$ cat src/rtl/finish_aggregator.sv
// Aggregates per-PU finish flags, declares termination after STABLE_CYCLES all-ones samples,
// and sequences the clear / done handshake. Optional watchdog: define FINISH_AGG_TIMEOUT_EN.
module finish_aggregator #(
  parameter int NUM_PU         = 4,
  parameter int STABLE_CYCLES  = 16,
  parameter int ITER_W         = 16,
  parameter int TIMEOUT_CYCLES = 65536
) (
  input  logic              clk,
  input  logic              reset,
  input  logic              start,
  input  logic [NUM_PU-1:0] finish_in,
  output logic              clear_finish,
  output logic              busy,
  output logic              done_valid,
  input  logic              done_ack,
  input  logic              done_last,
  output logic [ITER_W-1:0] iter_count,
  output logic              timeout,
  output logic [1:0]        dbg_state
);

  typedef enum logic [1:0] {
    S_IDLE  = 2'd0,
    S_CLEAR = 2'd1,
    S_RUN   = 2'd2,
    S_DONE  = 2'd3
  } state_t;

  // A configured value of 0 behaves exactly like 1.
  localparam int STABLE_EFF = (STABLE_CYCLES < 1) ? 1 : STABLE_CYCLES;
  localparam int STAB_W     = $clog2(STABLE_EFF + 1);
  localparam logic [STAB_W-1:0] STAB_LAST = STAB_W'(STABLE_EFF - 1);
  localparam logic [STAB_W-1:0] STAB_MAX  = STAB_W'(STABLE_EFF);

  state_t              r_state;
  state_t              w_next_state;
  logic [STAB_W-1:0]   r_stab;
  logic [ITER_W-1:0]   r_iter;
  logic                w_all_ones;
  logic                w_stable_hit;
  logic                w_wdog_hit;
  logic                w_ack;

  // Done handshake: done_valid is held high for the whole DONE state; the transfer
  // happens on the edge where done_valid & done_ack are both high, done_last picks the exit.
  assign w_all_ones   = &finish_in;
  assign w_stable_hit = (r_state == S_RUN) && w_all_ones && (r_stab == STAB_LAST);
  assign w_ack        = (r_state == S_DONE) && done_ack;

`ifdef FINISH_AGG_TIMEOUT_EN
  localparam int TO_EFF = (TIMEOUT_CYCLES < 1) ? 1 : TIMEOUT_CYCLES;
  localparam int WD_W   = $clog2(TO_EFF + 1);
  localparam logic [WD_W-1:0] WD_LAST = WD_W'(TO_EFF - 1);
  localparam logic [WD_W-1:0] WD_MAX  = WD_W'(TO_EFF);

  logic [WD_W-1:0] r_wdog;
  logic            r_timeout;

  assign w_wdog_hit = (r_state == S_RUN) && (r_wdog == WD_LAST);

  always_ff @(posedge clk or posedge reset) begin
    if (reset) begin
      r_wdog    <= '0;
      r_timeout <= 1'b0;
    end else begin
      if (r_state == S_CLEAR) begin
        r_wdog <= '0;
      end else if (r_state == S_RUN && r_wdog != WD_MAX) begin
        r_wdog <= r_wdog + 1'b1;
      end
      // Genuine termination on the same edge takes precedence over the watchdog.
      if (w_wdog_hit && !w_stable_hit) begin
        r_timeout <= 1'b1;
      end else if (w_ack) begin
        r_timeout <= 1'b0;
      end
    end
  end

  assign timeout = r_timeout;
`else
  logic w_unused_cfg;
  assign w_unused_cfg = (TIMEOUT_CYCLES != 0);
  assign w_wdog_hit   = 1'b0;
  assign timeout      = 1'b0;
`endif

  always_ff @(posedge clk or posedge reset) begin
    if (reset) begin
      r_state <= S_IDLE;
    end else begin
      r_state <= w_next_state;
    end
  end

  always_comb begin
    w_next_state = r_state;
    case (r_state)
      S_IDLE:  if (start) w_next_state = S_CLEAR;
      S_CLEAR: w_next_state = S_RUN;
      S_RUN:   if (w_stable_hit || w_wdog_hit) w_next_state = S_DONE;
      S_DONE:  if (done_ack) w_next_state = done_last ? S_IDLE : S_CLEAR;
      default: w_next_state = S_IDLE;
    endcase
  end

  always_comb begin
    clear_finish = 1'b0;
    busy         = 1'b0;
    done_valid   = 1'b0;
    case (r_state)
      S_CLEAR: begin clear_finish = 1'b1; busy = 1'b1; end
      S_RUN:   busy = 1'b1;
      S_DONE:  begin done_valid = 1'b1; busy = 1'b1; end
      default: ;
    endcase
  end

  always_ff @(posedge clk or posedge reset) begin
    if (reset) begin
      r_stab <= '0;
      r_iter <= '0;
    end else begin
      if (r_state == S_CLEAR) begin
        r_stab <= '0;
      end else if (r_state == S_RUN) begin
        if (!w_all_ones) begin
          r_stab <= '0;
        end else if (r_stab != STAB_MAX) begin
          r_stab <= r_stab + 1'b1;
        end
      end
      if (r_state == S_IDLE && start) begin
        r_iter <= '0;
      end else if ((w_stable_hit || w_wdog_hit) && r_iter != {ITER_W{1'b1}}) begin
        r_iter <= r_iter + 1'b1;
      end
    end
  end

  assign iter_count = r_iter;
  assign dbg_state  = r_state;

endmodule

$ cat config.mk
export PLATFORM = sky130hd
export DESIGN_NAME = finish_aggregator
export DESIGN_NICKNAME = d
export VERILOG_FILES = /design/src/rtl/finish_aggregator.sv
export SDC_FILE = /design/constraint.sdc
export NUM_CORES = 1
export LEC_CHECK = 0
export ABC_CLOCK_PERIOD_IN_PS = 2820
export BUFFER_PORTS_ARGS = -buffer_cell sky130_fd_sc_hd__buf_4
export CAP_MARGIN = 20
export CORE_UTILIZATION = 50
export DETAILED_ROUTE_END_ITERATION = 8
export PLACE_DENSITY = 0.74
export SKIP_LAST_GASP = 1
export SLEW_MARGIN = 40
export SYNTH_ARGS = -nofsm -noshare
export SYNTH_HDL_FRONTEND = slang
export SYNTH_SLANG_ARGS = --single-unit
$ cat constraint.sdc
create_clock -name clk -period 2.82 [get_ports clk]
set_input_delay 0.564 -clock clk [delete_from_list [all_inputs] [get_ports clk]]
set_output_delay 0.564 -clock clk [all_outputs]
set_load 0.01 [all_outputs]
==> summary.txt <==
STA
  – Worst Slack Setup Final: 0.4238 ns
  – Tmin final: 2.396 ns
  – Setup-failing EPs final: 0
  – Fmax: 417.3 MHz
  – Slew Limit Fails: 0
  – Clock skew: 0.01771 ns
  – Worst-Margin Slew: 0.8381 ns
  – RSZ-0062 raised after global routing: no
  – Max-slew headroom: 0.4410
  – Final hold violation count: 0
  – Setup TNS: 0 ns
  – Period utilisation layout: 0.8497
  – Min Hold Slack: 0.2426 ns

Routing
  – ANT nets after route: 0
  – Post-route DRC: 0
  – Via density: 6.240
  – DRT Wirelength: 3.422 mm
  – 1st-iter DRT viols: 20
  – Routed wire length per instance: 15.77 um
  – DR pass1 iterations: 4
  – Via count: 1354

Floorplanning
  – Die Width: 55.58 um
  – # rows: 19
  – DIE HEIGHT: 55.58 um
  – Ports: 31
  – Initial Util: 0.5249
  – Core area: 2734 sq um
  – Die ar.: 3089 sq um

Logic synthesis
  – Adder-cell share of the synthesized area: 0.07847
  – Leading area contributor after synthesis: dfrtp_1
  – Simple-gate share of the synthesized area: 0.2415
  – Top_reg_cell synth: dfrtp_1
  – Post-synthesis register bit count: 23
  – Seq/Total Area, Yosys: 0.4010
  – Multiplexer area fraction after synthesis: 0.02180
  – Largest family of logic cells by synthesized area: simple AND/OR/NAND/NOR gates
  – Synth Net Count: 173
  – Synthesized cell area: 1435 sq um
  – Compound-Gate Fraction of Synth Area: 0.1901
  – Async SR Flop Fraction: 1.000
  – Total of warnings raised by yosys: 0
  – Top cells by area, synth: dfrtp_1, ha_1, a21oi_1, or4_1, nand2_1
  – Post-Syn Area per Cell: 9.259 sq um
  – Share of the synthesized area in the top cell type: 0.4010
  – Synth unique cells: 40
  – Post-synthesis cell count: 155
  – Post-synth EDFFs: 0
  – Xor/xnor share of the synthesized area: 0.01221

Critical path
  – Crit path from: r_stab[0]
  – Setup CP Type: reg -> reg
  – R2R setup slack: 0.42 ns
  – Worst reg2reg endpoint: iter_count[15]
  – CP Cell Sequence: ha_1 -> and3_1 -> ha_1 -> nand2_1 -> or4_1 -> or4_1 -> a21oi_1
  – Crit-path max cell delay: 0.63 ns
  – FF-to-FF path depth: 7
  – FF-to-FF Start: r_stab[0]
  – Slowest CP cell: or4_1
  – Worst setup SP type: register
  – CP Data Arrival Time: 2.65 ns
  – Setup crit end kind: register
  – Crit-path max FO: 9
  – Worst EP required: 3.07 ns
  – Critical Path End: iter_count[15]

Worst hold path
  – Worst Hold Class: in -> async

Final layout
  – Fin util: 0.6220
  – Fill cells: 225
  – Area growth, synth to finish: 18.48%
  – Commonest non-fill, non-tap cell in the layout: buf_4
  – Most frequent cells in the layout: buf_4, dfrtp_1, a21oi_1
  – ANT cells: 0
  – Layout cells sized above 1: 0.2204
  – Nets: 205
  – Post-route insts no fill: 217

GRT
  – Largest net degree at the start of global routing: 24
  – Total global routing overflow: 0
  – Vias in the first global route: 1253
  – Initial antenna violation count: 0
  – GRT Total Usage: 0.2297
  – First-pass GRT wire length: 5.678 mm

Pwr
  – Pwr per Cell Area: 576.7 nW/um^2
  – VDD IR max: 0.5062 mV
  – Total leakage power: 0.7498 nW

Placement
  – Port bufs: 29
  – Place WS: 0.4576 ns
  – RePlAce Congestion: 0.8414
  – DP Wirelength: 2.518 mm
  – Placed Cells: 213

CTS
  – Setup bufs post-CTS: 0
  – Clock Sinks: 23
  – Total CTS buffers: 3
  – # hold bufs at CTS: 0
  – Clk_lat worst skew: 0.32 ns
  – Clock transition at path regs: 0.14 ns
  – Root Driver: clkbuf_4
  – CTS tree: done
  – Post-CTS Resized: 0
  – H-tree depth: 1
  – Clock Path Buffers: 2

Status
  – Status: finished clean

Run
  – Max-cap violations: 0
-- cells in the mapped netlist, types with 3 or more instances --
cell,instances
dfrtp_1,23
a21oi_1,16
nand2_1,13
inv_1,11
ha_1,9
or4_1,9
nor2_1,8
nand3_1,6
nand4_1,6
o31ai_1,6
nor4_1,5
o21ai_0,5
or3_1,3
-- routing by layer --
layer | GRT usage | part of all wire
met2 | 0.3941 | 0.49
met1 | 0.2937 | 0.46
met4 | 0.09286 | 0.017
met3 | 0.02791 | 0.034
met5 | 0 | 0
-- layout make-up --
class	count	area, sq um	area share
clock inverters	1	5.005	0.002943
clock buffers	3	22.52	0.01325
repair buffers	31	232.7	0.1369
inverters	11	41.29	0.02428
multi-input cells	117	784.5	0.4614
flip-flops and latches	23	575.6	0.3385
well taps	31	38.79	0.02281
-- where the power goes --
group | total (mW) | switching (mW) | internal, mW
clock | 0.156 | 0.103 | 0.0531
sequential | 0.395 | 0.0367 | 0.358
combinational | 0.429 | 0.239 | 0.190
total | 0.981 | 0.379 | 0.601
-- sequential cells by signal, summed over array words and instances (netlist names) --
signal and count:
dbg_state 2, r_stab 5, iter_count 16
-- worst max-delay path: cells and delay by family, from the launching register on --
| kind | cells | cell delay (ns) |
|---|---|---|
| AND/OR/NAND/NOR | 4 | 1.43 |
| flip-flops | 1 | 0.42 |
| adder cells (fa/ha/maj) | 2 | 0.34 |
| AO/OA/AOI/OAI | 1 | 0.15 |
-- cells by family (layout without fill, tap and decap cells) --
kind of cell,count (synthesis),after routing
AND/OR/NAND/NOR,61,61
other,1,1
flip-flops,23,23
XOR/XNOR,2,2
AO/OA/AOI/OAI,41,41
multiplexers,3,3
adder cells (fa/ha/maj),9,9
buffers and inverters,15,46
-- stage by stage --
step	cell area, sq um	power (mW)
final	1700	0.9806
after detailed placement	1673	0.8211
after global placement	1673	0.8086
after CTS	1700	0.9796
after floorplan	1435	0.6922
after global routing	1700	1.044
-- how the worst min path moves through the flow --
stage | slack [ns] | startpoint | to
after CTS | 0.27 | reset | iter_count[9]
after floorplan | 0.48 | r_stab[4] | r_stab[4]
after global routing | 0.29 | reset | iter_count[9]
final | 0.24 | reset | iter_count[9]
after global placement | 0.52 | r_stab[4] | r_stab[4]
after detailed placement | 0.52 | r_stab[4] | r_stab[4]
No activity file was read; power rests on OpenSTA's default activity.
